`config.mk`:
```
export PLATFORM = sky130hd
export DESIGN_NAME = mem_arbiter_flat
export DESIGN_NICKNAME = d
export VERILOG_FILES = /design/src/rtl/cpu_types_pkg.sv /design/src/rtl/mem_arbiter_if.sv /design/src/rtl/mem_arbiter.sv /design/src/flat_wrapper.sv
export SDC_FILE = /design/constraint.sdc
export NUM_CORES = 1
export LEC_CHECK = 0
export BUFFER_PORTS_ARGS = -buffer_cell sky130_fd_sc_hd__clkbuf_2
export CORE_AREA = 2 2 104 106
export CTS_CLUSTER_SIZE = 12
export DETAILED_ROUTE_END_ITERATION = 10
export DIE_AREA = 0 0 106 108
export GPL_TIMING_DRIVEN = 0
export HOLD_SLACK_MARGIN = 0.02
export PLACE_DENSITY = 0.44
export SYNTH_ARGS = -nofsm -noshare
export SYNTH_HDL_FRONTEND = slang
export SYNTH_SLANG_ARGS = --single-unit
```
`constraint.sdc`:
```
create_clock -name clk -period 4.4 [get_ports clk]
set_clock_uncertainty 0.15 [all_clocks]
set_input_delay 0.66 -clock clk [delete_from_list [all_inputs] [get_ports clk]]
set_output_delay 0.66 -clock clk [all_outputs]
set_load 0.01 [all_outputs]
```
`src/rtl/cpu_types_pkg.sv`:
```
// Shared CPU datapath types: word, RAM handshake state and memory arbiter grant state.
package cpu_types_pkg;

   typedef logic [31:0] word_t;

   typedef enum logic [1:0] {
      FREE   = 2'd0,
      BUSY   = 2'd1,
      ACCESS = 2'd2,
      ERROR  = 2'd3
   } ramstate_t;

   typedef enum logic [1:0] {
      IDLE = 2'd0,
      IGNT = 2'd1,
      DGNT = 2'd2
   } arb_state_t;

endpackage

```
`src/rtl/mem_arbiter_if.sv`:
```
// Cache-side and RAM-side bus of the memory arbiter; slave is the arbiter's view,
// master is the view of the caches and RAM surrounding it.
interface mem_arbiter_if;
   import cpu_types_pkg::*;

   logic      iREN;
   word_t     iaddr;
   logic      iwait;
   word_t     iload;
   logic      dREN;
   logic      dWEN;
   word_t     daddr;
   word_t     dstore;
   logic      dwait;
   word_t     dload;
   logic      ramREN;
   logic      ramWEN;
   word_t     ramaddr;
   word_t     ramstore;
   word_t     ramload;
   ramstate_t ramstate;

   modport slave (
      input  iREN, iaddr, dREN, dWEN, daddr, dstore, ramload, ramstate,
      output iwait, iload, dwait, dload, ramREN, ramWEN, ramaddr, ramstore
   );

   modport master (
      output iREN, iaddr, dREN, dWEN, daddr, dstore, ramload, ramstate,
      input  iwait, iload, dwait, dload, ramREN, ramWEN, ramaddr, ramstore
   );

endinterface

```
`src/rtl/mem_arbiter.sv`:
```
// Registered icache/dcache grant FSM in front of the unified RAM port.
// Define ARB_STARVE_GUARD_EN to force an icache grant after STARVE_LIMIT back-to-back dcache grants.
module mem_arbiter
   import cpu_types_pkg::*;
#(
   parameter int STARVE_LIMIT = 4
) (
   input  logic           clk,
   input  logic           RST,
   mem_arbiter_if.slave   bus
);

   arb_state_t state, nxt;
   logic       drq, iacc, dacc, force_i;

   assign drq  = bus.dREN | bus.dWEN;
   assign iacc = (state == IGNT) && bus.iREN && (bus.ramstate == ACCESS);
   assign dacc = (state == DGNT) && drq && (bus.ramstate == ACCESS);

`ifdef ARB_STARVE_GUARD_EN
   localparam int CW = $clog2(STARVE_LIMIT + 1);
   localparam logic [CW-1:0] LIM = CW'(STARVE_LIMIT);
   logic [CW-1:0] cnt;

   assign force_i = bus.iREN && (cnt == LIM);
`else
   assign force_i = 1'b0;
`endif

   always_ff @(posedge clk or posedge RST) begin
      if (RST) begin
         state <= IDLE;
`ifdef ARB_STARVE_GUARD_EN
         cnt   <= '0;
`endif
      end else begin
         state <= nxt;
`ifdef ARB_STARVE_GUARD_EN
         // Only dcache completions with the icache still waiting count toward starvation.
         if (iacc)
            cnt <= '0;
         else if (dacc)
            cnt <= !bus.iREN ? '0 : (cnt == LIM) ? cnt : cnt + 1'b1;
`endif
      end
   end

   always_comb begin
      nxt          = state;
      bus.ramREN   = 1'b0;
      bus.ramWEN   = 1'b0;
      bus.ramaddr  = '0;
      bus.ramstore = '0;
      bus.iwait    = 1'b1;
      bus.dwait    = 1'b1;
      bus.iload    = bus.ramload;
      bus.dload    = bus.ramload;
      unique case (state)
         IDLE: begin
            if (drq && !force_i)
               nxt = DGNT;
            else if (bus.iREN)
               nxt = IGNT;
         end
         IGNT: begin
            // Enable follows the live request so a flush drops it in the same cycle.
            bus.ramREN  = bus.iREN;
            bus.ramaddr = bus.iaddr;
            if (!bus.iREN)
               nxt = IDLE;
            else if (iacc) begin
               bus.iwait = 1'b0;
               nxt       = IDLE;
            end
         end
         DGNT: begin
            bus.ramREN   = bus.dREN;
            bus.ramWEN   = bus.dWEN;
            bus.ramaddr  = bus.daddr;
            bus.ramstore = bus.dstore;
            if (!drq)
               nxt = IDLE;
            else if (dacc) begin
               bus.dwait = 1'b0;
               nxt       = IDLE;
            end
         end
         default: nxt = IDLE;
      endcase
   end

endmodule

```
`src/flat_wrapper.sv`:
```
// flat-port wrapper written by rule: the top's interface ports become plain ports
module mem_arbiter_flat import cpu_types_pkg::*;
#(
   parameter int STARVE_LIMIT = 4
)
  (clk, RST, bus_iREN, bus_iaddr, bus_dREN, bus_dWEN, bus_daddr, bus_dstore, bus_ramload, bus_ramstate, bus_iwait, bus_iload, bus_dwait, bus_dload, bus_ramREN, bus_ramWEN, bus_ramaddr, bus_ramstore);
  mem_arbiter_if bus_i ();
  input  logic clk;
  input  logic RST;
  input wire logic [$bits(bus_i.iREN)-1:0] bus_iREN;
  input wire logic [$bits(bus_i.iaddr)-1:0] bus_iaddr;
  input wire logic [$bits(bus_i.dREN)-1:0] bus_dREN;
  input wire logic [$bits(bus_i.dWEN)-1:0] bus_dWEN;
  input wire logic [$bits(bus_i.daddr)-1:0] bus_daddr;
  input wire logic [$bits(bus_i.dstore)-1:0] bus_dstore;
  input wire logic [$bits(bus_i.ramload)-1:0] bus_ramload;
  input wire logic [$bits(bus_i.ramstate)-1:0] bus_ramstate;
  output wire logic [$bits(bus_i.iwait)-1:0] bus_iwait;
  output wire logic [$bits(bus_i.iload)-1:0] bus_iload;
  output wire logic [$bits(bus_i.dwait)-1:0] bus_dwait;
  output wire logic [$bits(bus_i.dload)-1:0] bus_dload;
  output wire logic [$bits(bus_i.ramREN)-1:0] bus_ramREN;
  output wire logic [$bits(bus_i.ramWEN)-1:0] bus_ramWEN;
  output wire logic [$bits(bus_i.ramaddr)-1:0] bus_ramaddr;
  output wire logic [$bits(bus_i.ramstore)-1:0] bus_ramstore;
  assign bus_i.iREN = bus_iREN;
  assign bus_i.iaddr = bus_iaddr;
  assign bus_i.dREN = bus_dREN;
  assign bus_i.dWEN = bus_dWEN;
  assign bus_i.daddr = bus_daddr;
  assign bus_i.dstore = bus_dstore;
  assign bus_i.ramload = bus_ramload;
  assign bus_i.ramstate = bus_ramstate;
  assign bus_iwait = bus_i.iwait;
  assign bus_iload = bus_i.iload;
  assign bus_dwait = bus_i.dwait;
  assign bus_dload = bus_i.dload;
  assign bus_ramREN = bus_i.ramREN;
  assign bus_ramWEN = bus_i.ramWEN;
  assign bus_ramaddr = bus_i.ramaddr;
  assign bus_ramstore = bus_i.ramstore;
  mem_arbiter #(.STARVE_LIMIT(STARVE_LIMIT)) u_core (.clk(clk), .RST(RST), .bus(bus_i));
endmodule
```
==> results.yml <==
sta:
  period_share_pct: 58.7
  fmax_mhz: 387
  slew_viol_final: 0
  rsz0062_at_grt: "no"
  tns_ns: 0
  period_needed_ns: 2.58
  setup_ws_ns: 1.82
  holdWs_ns: 0.114
  slew-limit-headroom_pct: 76.7
  tightest_slew_ns: 0.349
  finalHoldViolCount: 0
  setup_viol: 0
clocking:
  cts.clk_slew.worst_paths_ns: 0.03
  clock-sinks: 2
  cts_setup_buffers: 0
  hold_buffers: 0
  insertion_delay_ns: 0.22
  numCtsBuffers: 3
  cts_resized: 0
  cts_tree: "done"
  clock_path_buffers: 2
  cts.htree.levels: 1
  ctsRootBufferMaster: "clkbuf_8"
worst_setup_path:
  r2r_start: "u_core.state[1]$_DFFE_PP0P_"
  ff2ff_setup_slack_ns: 2.82
  arrival_ns: 1.77
  worst-path-max-fanout: 10
  reg2reg_depth: 7
  critPathCaptureType: "output port"
  crit_type: "flip-flop to output port"
  crit_required_ns: 3.59
  reg2reg_to: "u_core.state[0]$_DFFE_PP0P_"
  start_kind: "flip-flop"
placement:
  placed_cells: 568
  hpwl_mm: 5.57
  dp_slack_ns: 1.98
  gp_congestion: 0.658
  io_buffer_count: 234
synthesis:
  ys.warnings.count: 0
  synth-simple-area-share_pct: 32.0
  syn-instance-count: 198
  synth-xor-area-share_pct: 0
  muxShareOfSynthArea_pct: 0
  yosysSeqAreaShare_pct: 3.61
  synth_top_family_by_area: "buffers and inverters"
  ys_types: 20
  syn_area_um2: 1390
  synth_fp_nets: 336
  ys_seq_elements: 2
  synth_compound_area_share_pct: 21.0
  synth_area_per_cell_um2: 7.00
  yosys-top-cells-area: "buf_4, a22oi_1, and2_1"
  synthAdderAreaFrac_pct: 2.71
  yosysTopAreaCell: "buf_4"
  yosys.area.top_type_share_pct: 35.2
route:
  drc: 0
  drt-initial-drc-count: 61
  postRouteAntennaNets: 0
  avgViaCountPerCell: 3.71
  dr.pass1.iters: 4
  wl_mm: 6.36
  vias: 2118
  wire_per_inst_um: 11.1
cells_and_area:
  top_register: "u_core.state"
  antennaDiodeCount: 0
  drive_gt1_share_pct: 72.2
  final_cell_mix: "clkbuf_2, buf_4, and2_1"
  final_common_cell: "clkbuf_2"
  nets: 575
  reg_top3: "u_core.state: 2 flops"
  nFillCells: 1142
  stdcell_count: 571
  regArea_um2: 50.0
  syn2layout_area_growth_pct: 99.8
  largest_reg_flops: 2
  multiInputGateArea_um2: 771
grt:
  gr-usage-all-layers_pct: 9.87
  grt_pass1_vias: 1993
  antenna_found_initial: 0
  grt_max_degree: 11
  grt_pass1_wl_mm: 9.17
  grt.overflow.total: 0
floorplanning:
  pin_count: 267
  rows: 37
  die_h_um: 108
  fp.dieArea_um2: 11400
  initial_core_util_pct: 13.5
  core_area_um2: 10200
  die_w_um: 106
worst_hold_path:
  hp-class: "input pin to asynchronous set/reset pin"
power_and_ir_drop:
  peakVddDrop_v: 0.000136
  p_per_area_nw_per_um2: 386
  power.static_leakage_uw: 0.00166
  power.total_uw: 1070
flow_run:
  drv_cap: 0
status:
  outcome: "complete, no violations"
[worst max-delay path, stage by stage, from the launching register on]
cell and delay [ns]:
dfrtp_1 0.39, inv_1 0.08, ha_1 0.26, buf_2 0.31, buf_2 0.24, and2_1 0.14
clkbuf_2 0.13
[synthesized netlist by cell type]
master    count
o21ai_1       1
inv_1         4
o22ai_1       1
clkbuf_1      3
and2_1       34
nand2_1       2
buf_2         8
clkbuf_2      2
nor2_1        1
nand3_1       1
o22a_1        1
buf_4        65
nand3b_1      1
ha_1          3
nor2b_1      33
o21ai_0       1
dfrtp_1       2
a22oi_1      32
a21oi_2       2
a21boi_0      1
[cell families (layout without fill, tap and decap cells)]
family,count (synthesis),count (layout)
buf+inv,82,319
compound gates,39,39
fa+ha+maj,3,3
simple gates,72,72
flops,2,2
[routing by layer]
layer	vias to the layer above	GRT usage (%)	routed length, µm
li1	1066	-	-
met1	909	10.9	2270
met2	139	19.6	3450
met3	4	1.57	586
met4	0	2.35	45
met5	-	0	0
[stage by stage]
stage	cell area [µm²]	utilization [%]
finish	2770	27.1
global route	2770	27.1
CTS	2770	27.1
detailed placement	2730	26.6
global placement	2730	26.6
floorplan	1390	-
[cell type report]
type,instances,area share (%)
inverters,4,0.542
plain buffers,78,19.8
multi-input cells,114,27.8
flip-flops and latches,2,1.81
well taps,136,6.15
clock buffers,3,1.49
repair buffers,234,42.3
[worst max-delay path by stage]
stage,depth (start not counted),endpoint,from,slack [ns]
after floorplan,4,bus_ramaddr[0],u_core.state[0]$_DFFE_PP0P_,2.43
after global placement,5,bus_ramaddr[14],u_core.state[0]$_DFFE_PP0P_,1.97
after detailed placement,6,bus_ramstore[24],u_core.state[0]$_DFFE_PP0P_,1.98
after CTS,6,bus_ramstore[24],u_core.state[0]$_DFFE_PP0P_,1.73
after global routing,5,bus_ramaddr[18],u_core.state[0]$_DFFE_PP0P_,1.61
final,6,bus_ramstore[24],u_core.state[0]$_DFFE_PP0P_,1.82
[report_power, final]
| part | internal (µW) | switching (µW) | total, µW | leakage (µW) |
|---|---|---|---|---|
| registers | 26.7 | 5.11 | 31.8 | 0.0000253 |
| clock network | 58.1 | 17.3 | 75.4 | 0.0000216 |
| logic | 450 | 510 | 960 | 0.00162 |
| total | 535 | 532 | 1070 | 0.00166 |
Power figures use the tool's default switching activity.
